## src/rtl/fc_mvm_par.sv

```systemverilog
// fc_mvm_par: fully-connected layer y = f(W*x) with run-time loadable weights.
//
// An N-element signed input vector streams in over input_valid/input_ready.
// Rows are then computed P at a time (one row group), each lane doing a
// multiply-accumulate over the N columns. Each group's P results are then
// streamed out over output_valid/output_ready. Results saturate to T bits,
// and negative results can optionally be clamped to zero (RELU=1).
//
// Ports
//   clk           rising-edge clock
//   reset         asynchronous active-low reset
//   input_valid   input_data carries an x element
//   input_ready   block accepts an x element (LOAD state only)
//   input_data    signed x element, x[0] first
//   output_valid  output_data carries a y element
//   output_ready  downstream accepts the y element
//   output_data   signed y element, y[0] first
//   w_wr_en       weight write strobe (honoured only while not busy)
//   w_addr        row-major weight address, W[i][j] at i*N+j
//   w_data        signed weight value
//   busy          high while a vector is being computed or drained
module fc_mvm_par #(
   parameter int M    = 6,
   parameter int N    = 6,
   parameter int T    = 16,
   parameter int P    = 2,
   parameter int RELU = 0,
   localparam int AW  = $clog2(M * N)
) (
   input  logic          clk,
   input  logic          reset,
   input  logic          input_valid,
   output logic          input_ready,
   input  logic [T-1:0]  input_data,
   output logic          output_valid,
   input  logic          output_ready,
   output logic [T-1:0]  output_data,
   input  logic          w_wr_en,
   input  logic [AW-1:0] w_addr,
   input  logic [T-1:0]  w_data,
   output logic          busy
);

   localparam int AC = 2 * T + $clog2(N);                  // accumulator width
   localparam int G  = M / P;                              // number of row groups
   localparam int XW = $clog2(N);                          // x element index width
   localparam int CW = $clog2(N + 3);                      // compute-phase cycle counter width
   localparam int GW = (G > 1) ? $clog2(G) : 1;
   localparam int LW = (P > 1) ? $clog2(P) : 1;

   localparam logic [1:0] S_LOAD  = 2'd0;
   localparam logic [1:0] S_COMP  = 2'd1;
   localparam logic [1:0] S_DRAIN = 2'd2;

   localparam logic signed [AC-1:0] SAT_MAX = {{(AC-T+1){1'b0}}, {(T-1){1'b1}}};
   localparam logic signed [AC-1:0] SAT_MIN = {{(AC-T+1){1'b1}}, {(T-1){1'b0}}};

   logic [1:0]              state_q, state_d;
   logic [XW-1:0]           cnt_q, cnt_d;
   logic [CW-1:0]           c_q, c_d;
   logic [GW-1:0]           g_q, g_d;
   logic [LW-1:0]           l_q, l_d;
   logic                    in_rdy_q, in_rdy_d;
   logic                    out_vld_q, out_vld_d;
   logic [T-1:0]            out_data_q, out_data_d;
   logic                    busy_q, busy_d;

   logic signed [T-1:0]     wmem_q [M*N];
   logic signed [T-1:0]     xmem_q [N];

   logic signed [T-1:0]     rd_w_q [P];
   logic signed [T-1:0]     rd_w_d [P];
   logic signed [T-1:0]     rd_x_q, rd_x_d;
   logic signed [2*T-1:0]   prod_q [P];
   logic signed [2*T-1:0]   prod_d [P];
   logic signed [AC-1:0]    acc_q  [P];
   logic signed [AC-1:0]    acc_d  [P];

   logic                    in_fire_s;
   logic                    out_fire_s;
   logic                    w_we_s;

   // Row-major weight address of row (g*P + p), column c.
   function automatic logic [AW-1:0] waddr_f(input logic [GW-1:0] g, input int p,
                                             input logic [CW-1:0] c);
      waddr_f = AW'((int'(g) * P + p) * N + int'(c));
   endfunction

   // Clamp the accumulator to the signed T-bit range, then optionally apply ReLU.
   function automatic logic [T-1:0] sat_f(input logic signed [AC-1:0] v);
      logic [T-1:0] r;
      if (v > SAT_MAX) begin
         r = {1'b0, {(T-1){1'b1}}};
      end else if (v < SAT_MIN) begin
         r = {1'b1, {(T-1){1'b0}}};
      end else begin
         r = v[T-1:0];
      end
      if ((RELU == 1) && r[T-1]) begin
         r = {T{1'b0}};
      end else begin
         r = r;
      end
      sat_f = r;
   endfunction

   assign in_fire_s  = input_valid & in_rdy_q;
   assign out_fire_s = out_vld_q & output_ready;
   assign w_we_s     = w_wr_en & ~busy_q & (int'(w_addr) < M * N);

   assign input_ready  = in_rdy_q;
   assign output_valid = out_vld_q;
   assign output_data  = out_data_q;
   assign busy         = busy_q;

   // Weight and x storage; deliberately not reset so weights survive a reset.
   always_ff @(posedge clk) begin
      if (w_we_s) begin
         wmem_q[w_addr] <= w_data;
      end
      if (in_fire_s) begin
         xmem_q[cnt_q] <= input_data;
      end
   end

   // MAC pipeline: cycle c reads column c, product of column c-2 is accumulated.
   always_comb begin
      rd_x_d = rd_x_q;
      rd_w_d = rd_w_q;
      acc_d  = acc_q;
      for (int p = 0; p < P; p++) begin
         prod_d[p] = (2*T)'(rd_w_q[p]) * (2*T)'(rd_x_q);
      end
      if ((state_q == S_COMP) && (int'(c_q) < N)) begin
         rd_x_d = xmem_q[c_q[XW-1:0]];
         for (int p = 0; p < P; p++) begin
            rd_w_d[p] = wmem_q[waddr_f(g_q, p, c_q)];
         end
      end else begin
         rd_x_d = rd_x_q;
      end
      if ((state_q == S_COMP) && (int'(c_q) >= 2) && (int'(c_q) <= N + 1)) begin
         for (int p = 0; p < P; p++) begin
            if (int'(c_q) == 2) begin
               acc_d[p] = AC'(prod_q[p]);
            end else begin
               acc_d[p] = acc_q[p] + AC'(prod_q[p]);
            end
         end
      end else begin
         acc_d = acc_q;
      end
   end

   // Control FSM: LOAD collects x, COMPUTE runs one row group, DRAIN emits its lanes.
   always_comb begin
      state_d    = state_q;
      cnt_d      = cnt_q;
      c_d        = c_q;
      g_d        = g_q;
      l_d        = l_q;
      out_vld_d  = out_vld_q;
      out_data_d = out_data_q;
      case (state_q)
         S_LOAD: begin
            if (in_fire_s) begin
               if (cnt_q == XW'(N - 1)) begin
                  cnt_d   = {XW{1'b0}};
                  c_d     = {CW{1'b0}};
                  g_d     = {GW{1'b0}};
                  state_d = S_COMP;
               end else begin
                  cnt_d = cnt_q + XW'(1);
               end
            end else begin
               cnt_d = cnt_q;
            end
         end
         S_COMP: begin
            // The final accumulate lands at c = N+2, so lane 0 is registered out then.
            if (c_q == CW'(N + 2)) begin
               state_d    = S_DRAIN;
               l_d        = {LW{1'b0}};
               out_vld_d  = 1'b1;
               out_data_d = sat_f(acc_q[0]);
            end else begin
               c_d = c_q + CW'(1);
            end
         end
         S_DRAIN: begin
            if (out_fire_s) begin
               if (l_q == LW'(P - 1)) begin
                  out_vld_d = 1'b0;
                  c_d       = {CW{1'b0}};
                  if (g_q == GW'(G - 1)) begin
                     g_d     = {GW{1'b0}};
                     state_d = S_LOAD;
                  end else begin
                     g_d     = g_q + GW'(1);
                     state_d = S_COMP;
                  end
               end else begin
                  l_d        = l_q + LW'(1);
                  out_data_d = sat_f(acc_q[l_q + LW'(1)]);
               end
            end else begin
               l_d = l_q;
            end
         end
         default: begin
            state_d   = S_LOAD;
            out_vld_d = 1'b0;
         end
      endcase
      in_rdy_d = (state_d == S_LOAD);
      busy_d   = (state_d != S_LOAD);
   end

   // State and datapath registers.
   always_ff @(posedge clk or negedge reset) begin
      if (!reset) begin
         state_q    <= S_LOAD;
         cnt_q      <= {XW{1'b0}};
         c_q        <= {CW{1'b0}};
         g_q        <= {GW{1'b0}};
         l_q        <= {LW{1'b0}};
         in_rdy_q   <= 1'b0;
         out_vld_q  <= 1'b0;
         out_data_q <= {T{1'b0}};
         busy_q     <= 1'b0;
         rd_x_q     <= {T{1'b0}};
         for (int p = 0; p < P; p++) begin
            rd_w_q[p] <= {T{1'b0}};
            prod_q[p] <= {(2*T){1'b0}};
            acc_q[p]  <= {AC{1'b0}};
         end
      end else begin
         state_q    <= state_d;
         cnt_q      <= cnt_d;
         c_q        <= c_d;
         g_q        <= g_d;
         l_q        <= l_d;
         in_rdy_q   <= in_rdy_d;
         out_vld_q  <= out_vld_d;
         out_data_q <= out_data_d;
         busy_q     <= busy_d;
         rd_x_q     <= rd_x_d;
         for (int p = 0; p < P; p++) begin
            rd_w_q[p] <= rd_w_d[p];
            prod_q[p] <= prod_d[p];
            acc_q[p]  <= acc_d[p];
         end
      end
   end

endmodule

```

## config.mk

```make
export PLATFORM = sky130hd
export DESIGN_NAME = fc_mvm_par
export DESIGN_NICKNAME = d
export VERILOG_FILES = /design/src/rtl/fc_mvm_par.sv
export SDC_FILE = /design/constraint.sdc
export NUM_CORES = 2
export LEC_CHECK = 0
export ABC_CLOCK_PERIOD_IN_PS = 6800
export BUFFER_PORTS_ARGS = -buffer_cell sky130_fd_sc_hd__buf_2
export CORE_ASPECT_RATIO = 0.6
export CORE_UTILIZATION = 57
export CTS_CLUSTER_SIZE = 30
export DETAILED_ROUTE_END_ITERATION = 6
export HOLD_SLACK_MARGIN = 0.05
export MAX_ROUTING_LAYER = met4
export PLACE_DENSITY = 0.83
export SYNTH_ARGS = -nofsm -noshare
export SYNTH_HDL_FRONTEND = slang
export SYNTH_SLANG_ARGS = --single-unit
```

## constraint.sdc

```tcl
create_clock -name clk -period 6.8 [get_ports clk]
set_input_delay 0 -clock clk [delete_from_list [all_inputs] [get_ports clk]]
set_output_delay 0 -clock clk [all_outputs]
set_load 0.05 [all_outputs]
```

# Yosys cells after proc, flatten, opt, wreduce, memory -nomap -nowiden
# Memories as Yosys holds them, arrays and structs flattened. A register that Yosys moved wholly into a read port is not among the register bits.
# Index checks and enable logic that the tools add are counted.
totals:
  rom_bits: 0
  memories: 2
  in_bits: 43
  out_inout_bits: 19
  regBits: 165
  ramBits: 672
  latch_bits: 0
  wordCells: 120
memory_table:
  columns: ["memory", "depth", "word_bits", "read_ports", "rd_clocked_by_memory_dff", "wr", "line_no", "text"]
  rows:
  - ["wmem_q", 36, 16, 2, 2, 1, "68", "logic signed [T-1:0] wmem_q [M*N];"]
  - ["xmem_q", 6, 16, 1, 1, 1, "69", "logic signed [T-1:0] xmem_q [N];"]
classes:
  bitwise: 7
  multipliers: 4
  order_cmp: 9
  mux: 45
  eq_ne: 13
  n_reduce_logical: 18
  shifts: 0
  add_sub_neg: 9
  div_mod_pow: 0
op_table:
  columns: ["operator", "count"]
  rows:
  - ["$mux 35", 5]
  - ["$mux 16", 7]
  - ["$add 35x32->35", 2]
  - ["$gt 35x16->1 const B", 2]
  - ["$lt 35x16->1 const B", 2]
  - ["$mul 16x16->32", 2]
  - ["$pmux 16 s2", 1]
  - ["$mux 2", 10]
  - ["$mux 4", 5]
  - ["$add 6x4->6", 2]
  - ["$ne 2x2->1 const B", 6]
  - ["$pmux 4 s3", 1]
  - ["$mux 1", 11]
  - ["$reduce_and 4->1", 2]
  - ["$lt 6x6->1 const B", 1]
  - ["$pmux 2 s3", 1]
  - ["$reduce_and 6->1", 1]
  - ["$reduce_bool 2->1", 3]
  - ["$mul 4x2->5 const B", 1]
  - ["$reduce_and 5->1", 1]
  - ["$add 3x1->4 const B", 1]
  - ["$add 4x1->4 const B", 1]
  - ["$and 1x1->1", 4]
  - ["$eq 2x2->1 const B", 2]
  - ["other kinds (25)", 31]

# Depth between registers and ports, before layout
depth:
  word_depth: 11
  mapped_depth: 24
  depth_no_buf: 23

# Worst setup path after synthesis
# No wires, ideal clock.
synth_path:
  path_type: "register -> register"
  from: "register rd_w_q[15] in the netlist's numbering (read register of wmem_q)"
  to: "register prod_q[30] in the netlist's numbering"
  t_required_ns: 6.731
  t_arrival_ns: 6.022
  synth_period_minus_slack_ns: 6.091
  setup_time_ns: 0.069
  stages_incl_launch_ff: 23
  slack_ns: 0.709
  n_path_buf: 2
  path_cell_list: "dfrtp_1 -> clkbuf_1 -> nand2_1 -> inv_1 -> fa_1 -> fa_1 -> fa_1 -> fa_1 -> fa_1 -> inv_1 -> fa_1 -> inv_1 -> ha_1 -> clkbuf_1 -> and2_1 -> a311o_1 -> a21oi_1 -> o21a_1 -> o21ai_0 -> a31oi_1 -> o21ai_1 -> or4_1 -> nand3_1"
synth_rtl:
  columns: ["element", "line_no", "text"]
  rows:
  - ["start: declaration", "71", "logic signed [T-1:0] rd_w_q [P];"]
  - ["end signal: indexed assignment", "234", "prod_q[p] <= {(2*T){1'b0}};"]
  - ["end signal: indexed assignment", "250", "prod_q[p] <= prod_d[p];"]
  - ["end: declaration", "74", "logic signed [2*T-1:0] prod_q [P];"]

==> run_results.csv <==
group,metric,value,unit
routing,drt-wirelength-per-cell,28.0,µm
synthesis,syn-cell-area,61600,µm²
grt,overflow,0,
clock_network,ctsHtreeMaxLevel,3,
clock_network,numClockSinks,885,
setup_path,worstSetupPathType,"reg2reg",
routing,via_per_inst,6.71,
timing,hold_violations,0,
setup_path,required,7410,ps
clock_network,clk_latency,720,ps
synthesis,ys_ff_latch,885,
final_layout,fin_nets,5691,
place,dp_hpwl,120,mm
floorplan,ios,62,
final_layout,layout-drive-gt1-share,15.8,%
final_layout,layoutNonFillerInstCount,6363,
place,place_inst,6164,
grt,antenna_found_initial,14,
synthesis,syn_nets,5614,
synthesis,synth_top_flop_cell,"edfxtp_1",
floorplan,die_area,109000,µm²
routing,drtIter0Drc,6906,
synthesis,synth_edf_count,672,
grt,grt_pass1_vias,43300,
synthesis,syn_avg_cell_area,12.8,µm²
timing,period_share,97.8,%
floorplan,core,106000,µm²
outcome,status,"completed",
clock_network,clkTransAtPathRegs,70,ps
routing,route.vias.total,42700,
floorplan,die_width,426,µm
grt,grt_start_max_net_pins,172,
synthesis,syn_inst,4799,
routing,final_antenna_net_count,0,
worst_hold_path,hp-class,"in2reg",
synthesis,synth_cell_types,84,
routing,wirelength,178,mm
clock_network,cts_buffers,80,
final_layout,area_delta_synth_final,8.84,%
timing,fin_crit,6650,ps
routing,first_pass_iters,7,
grt,grt_pass1_wl,270,mm
timing,final-setup-viol-count,0,
routing,drc,0,
timing,clock_skew,55.1,ps
timing,fmax,0.150,GHz
synthesis,seq_area_frac_synth,41.4,%
clock_network,tritoncts,"done",
setup_path,cp-start-kind,"flop",
run,maxCapViolCount,0,
place,gp_routability_congestion,0.995,
synthesis,synth-async-reset-ratio,24.1,%
timing,tightest_slew,1250,ps
setup_path,critPathCaptureType,"flop",
floorplan,start_util,58.1,%
timing,relSlewSlack,15.6,%
floorplan,die_y,257,µm
timing,slew_viol_final,0,
floorplan,num_rows,92,
place,port_buffers,61,
final_layout,fill_cells,7297,
setup_path,worstPathMaxFanout,17,
clock_network,root_buffer,"clkbuf_16",
grt,track_usage,34.2,%
setup_path,cp.arrival,7270,ps
synthesis,yosys_warnings,0,
clock_network,clock_tree.buffer_depth,3,
clock_network,cts_setup_buffers,0,
## cells by family after synthesis
| family | synth area share, % |
|---|---|
| AND/OR/NAND/NOR | 8.65 |
| flip-flops | 41.4 |
| buffers and inverters | 5.21 |
| adder cells (fa/ha/maj) | 22.1 |
| AO/OA/AOI/OAI | 6.13 |
| multiplexers | 14.7 |
| XOR/XNOR | 1.81 |
## placed cells by master (no fill, tap or decap), types with 16 or more instances in the layout
| cell | instances |
|---|---|
| edfxtp_1 | 672 |
| ha_1 | 243 |
| dlygate4sd3_1 | 39 |
| dfrtp_1 | 199 |
| fa_1 | 526 |
| nand4_1 | 21 |
| a21oi_1 | 196 |
| buf_4 | 124 |
| and2_1 | 253 |
| xnor2_1 | 86 |
| nor2_2 | 32 |
| nor2b_1 | 21 |
| clkbuf_16 | 81 |
| xor2_1 | 35 |
| nor3_1 | 36 |
| nand2b_1 | 25 |
| inv_1 | 597 |
| buf_2 | 60 |
| mux2i_1 | 57 |
| a21o_1 | 48 |
| nor2_1 | 148 |
| o21bai_1 | 16 |
| nand3_1 | 46 |
| clkinv_1 | 20 |
| o21ai_0 | 196 |
| nand2_1 | 458 |
| and3_1 | 27 |
| a211oi_1 | 24 |
| o21a_1 | 24 |
| a31oi_1 | 22 |
| mux4_2 | 368 |
## routing by layer
layer | wire [µm] | vias to the layer above | global-route usage (%)
met1 | 66600 | 21100 | 47.8
li1 | - | 17000 | -
met3 | 30000 | 717 | 13.2
met5 | 0 | - | -
met2 | 73100 | 3894 | 44.9
met4 | 8300 | 0 | 13.1
## registers in the layout (all words and copies together) (netlist names), 2 cells and up
signal,cells
acc_q,70
c_q,4
cnt_q,3
g_q,2
output_data,16
prod_q,64
rd_w_q,32
rd_x_q,16
state_q,2
wmem_q,576
xmem_q,96
## cells in the mapped netlist, drive strengths merged (24+ instances only)
master,n,share of area (%)
a211oi,27,0.34
a21o,48,0.59
a21oi,198,1.6
a31oi,24,0.28
and2,255,2.6
and3,27,0.27
buf,66,0.53
clkbuf,170,1.0
dfrtp,213,8.7
edfxtp,672,33
fa,528,17
ha,244,5.0
inv,598,3.6
mux2i,57,0.93
mux4,368,13
nand2,459,2.8
nand2b,25,0.25
nand3,46,0.37
nor2,180,1.1
nor3,39,0.32
o21a,24,0.29
o21ai,207,1.7
xnor2,89,1.3
xor2,38,0.54
## worst max-delay path: stages (launching register included)
cell	delay, ps
dfrtp_1	930
nand2_1	190
fa_1	480
inv_1	130
fa_1	490
fa_1	560
fa_1	480
fa_1	560
inv_1	100
fa_1	510
inv_1	50
ha_1	400
nand4_1	180
o32a_1	470
a21oi_1	210
nand4_1	130
and4b_1	260
a21oi_1	180
xor2_1	240
## layout make-up
class	count	area (µm²)	area share [%]
Multi-Input combinational cell	3079	33100	49.3
Sequential cell	885	25500	38.1
Inverter	599	2250	3.35
Clock buffer	92	2080	3.10
Timing Repair Buffer	231	1780	2.65
Tap cell	1410	1760	2.63
Clock inverter	56	533	0.795
Antenna cell	11	27.5	0.0411
## through the flow
step / setup TNS (ps) / area (µm²) / setup slack [ps] / hold WS (ps) / util (%)
final: 0 / 67000 / 149 / 86.3 / 63.2
after global routing: -0.0342 / 67000 / -0.0342 / 74.8 / 63.2
after global placement: 0 / 63900 / 455 / 70.3 / 60.3
after CTS: 0 / 67000 / 96.1 / 54.9 / 63.2
after detailed placement: 0 / 63900 / 266 / 73.0 / 60.3
after floorplan: 0 / 61600 / 709 / -296 / -
## path summary, 6_finish.rpt
path                                       from               to  slack, ps  cells after the start
worst max-delay path                  rd_w_q[2]       prod_q[25]        150                     18
worst min register to register  output_data[11]  output_data[11]        480                      2
worst min-delay path              input_data[6]     xmem_q[3][6]         90                      2
min in group asynchronous                 reset        acc_q[43]        510                      4
worst max register to register        rd_w_q[2]       prod_q[25]        150                     18
max in group asynchronous                 reset        rd_x_q[3]       5280                      4
## repair_timing
action,CTS,global route
endpoints found under the hold margin,786,0
hold buffers,40,0
gates resized for setup,0,15
endpoints found under the setup margin,0,12
Power is not shown: default switching activity piles up to over one toggle a cycle in this logic, so the estimate is an artifact.
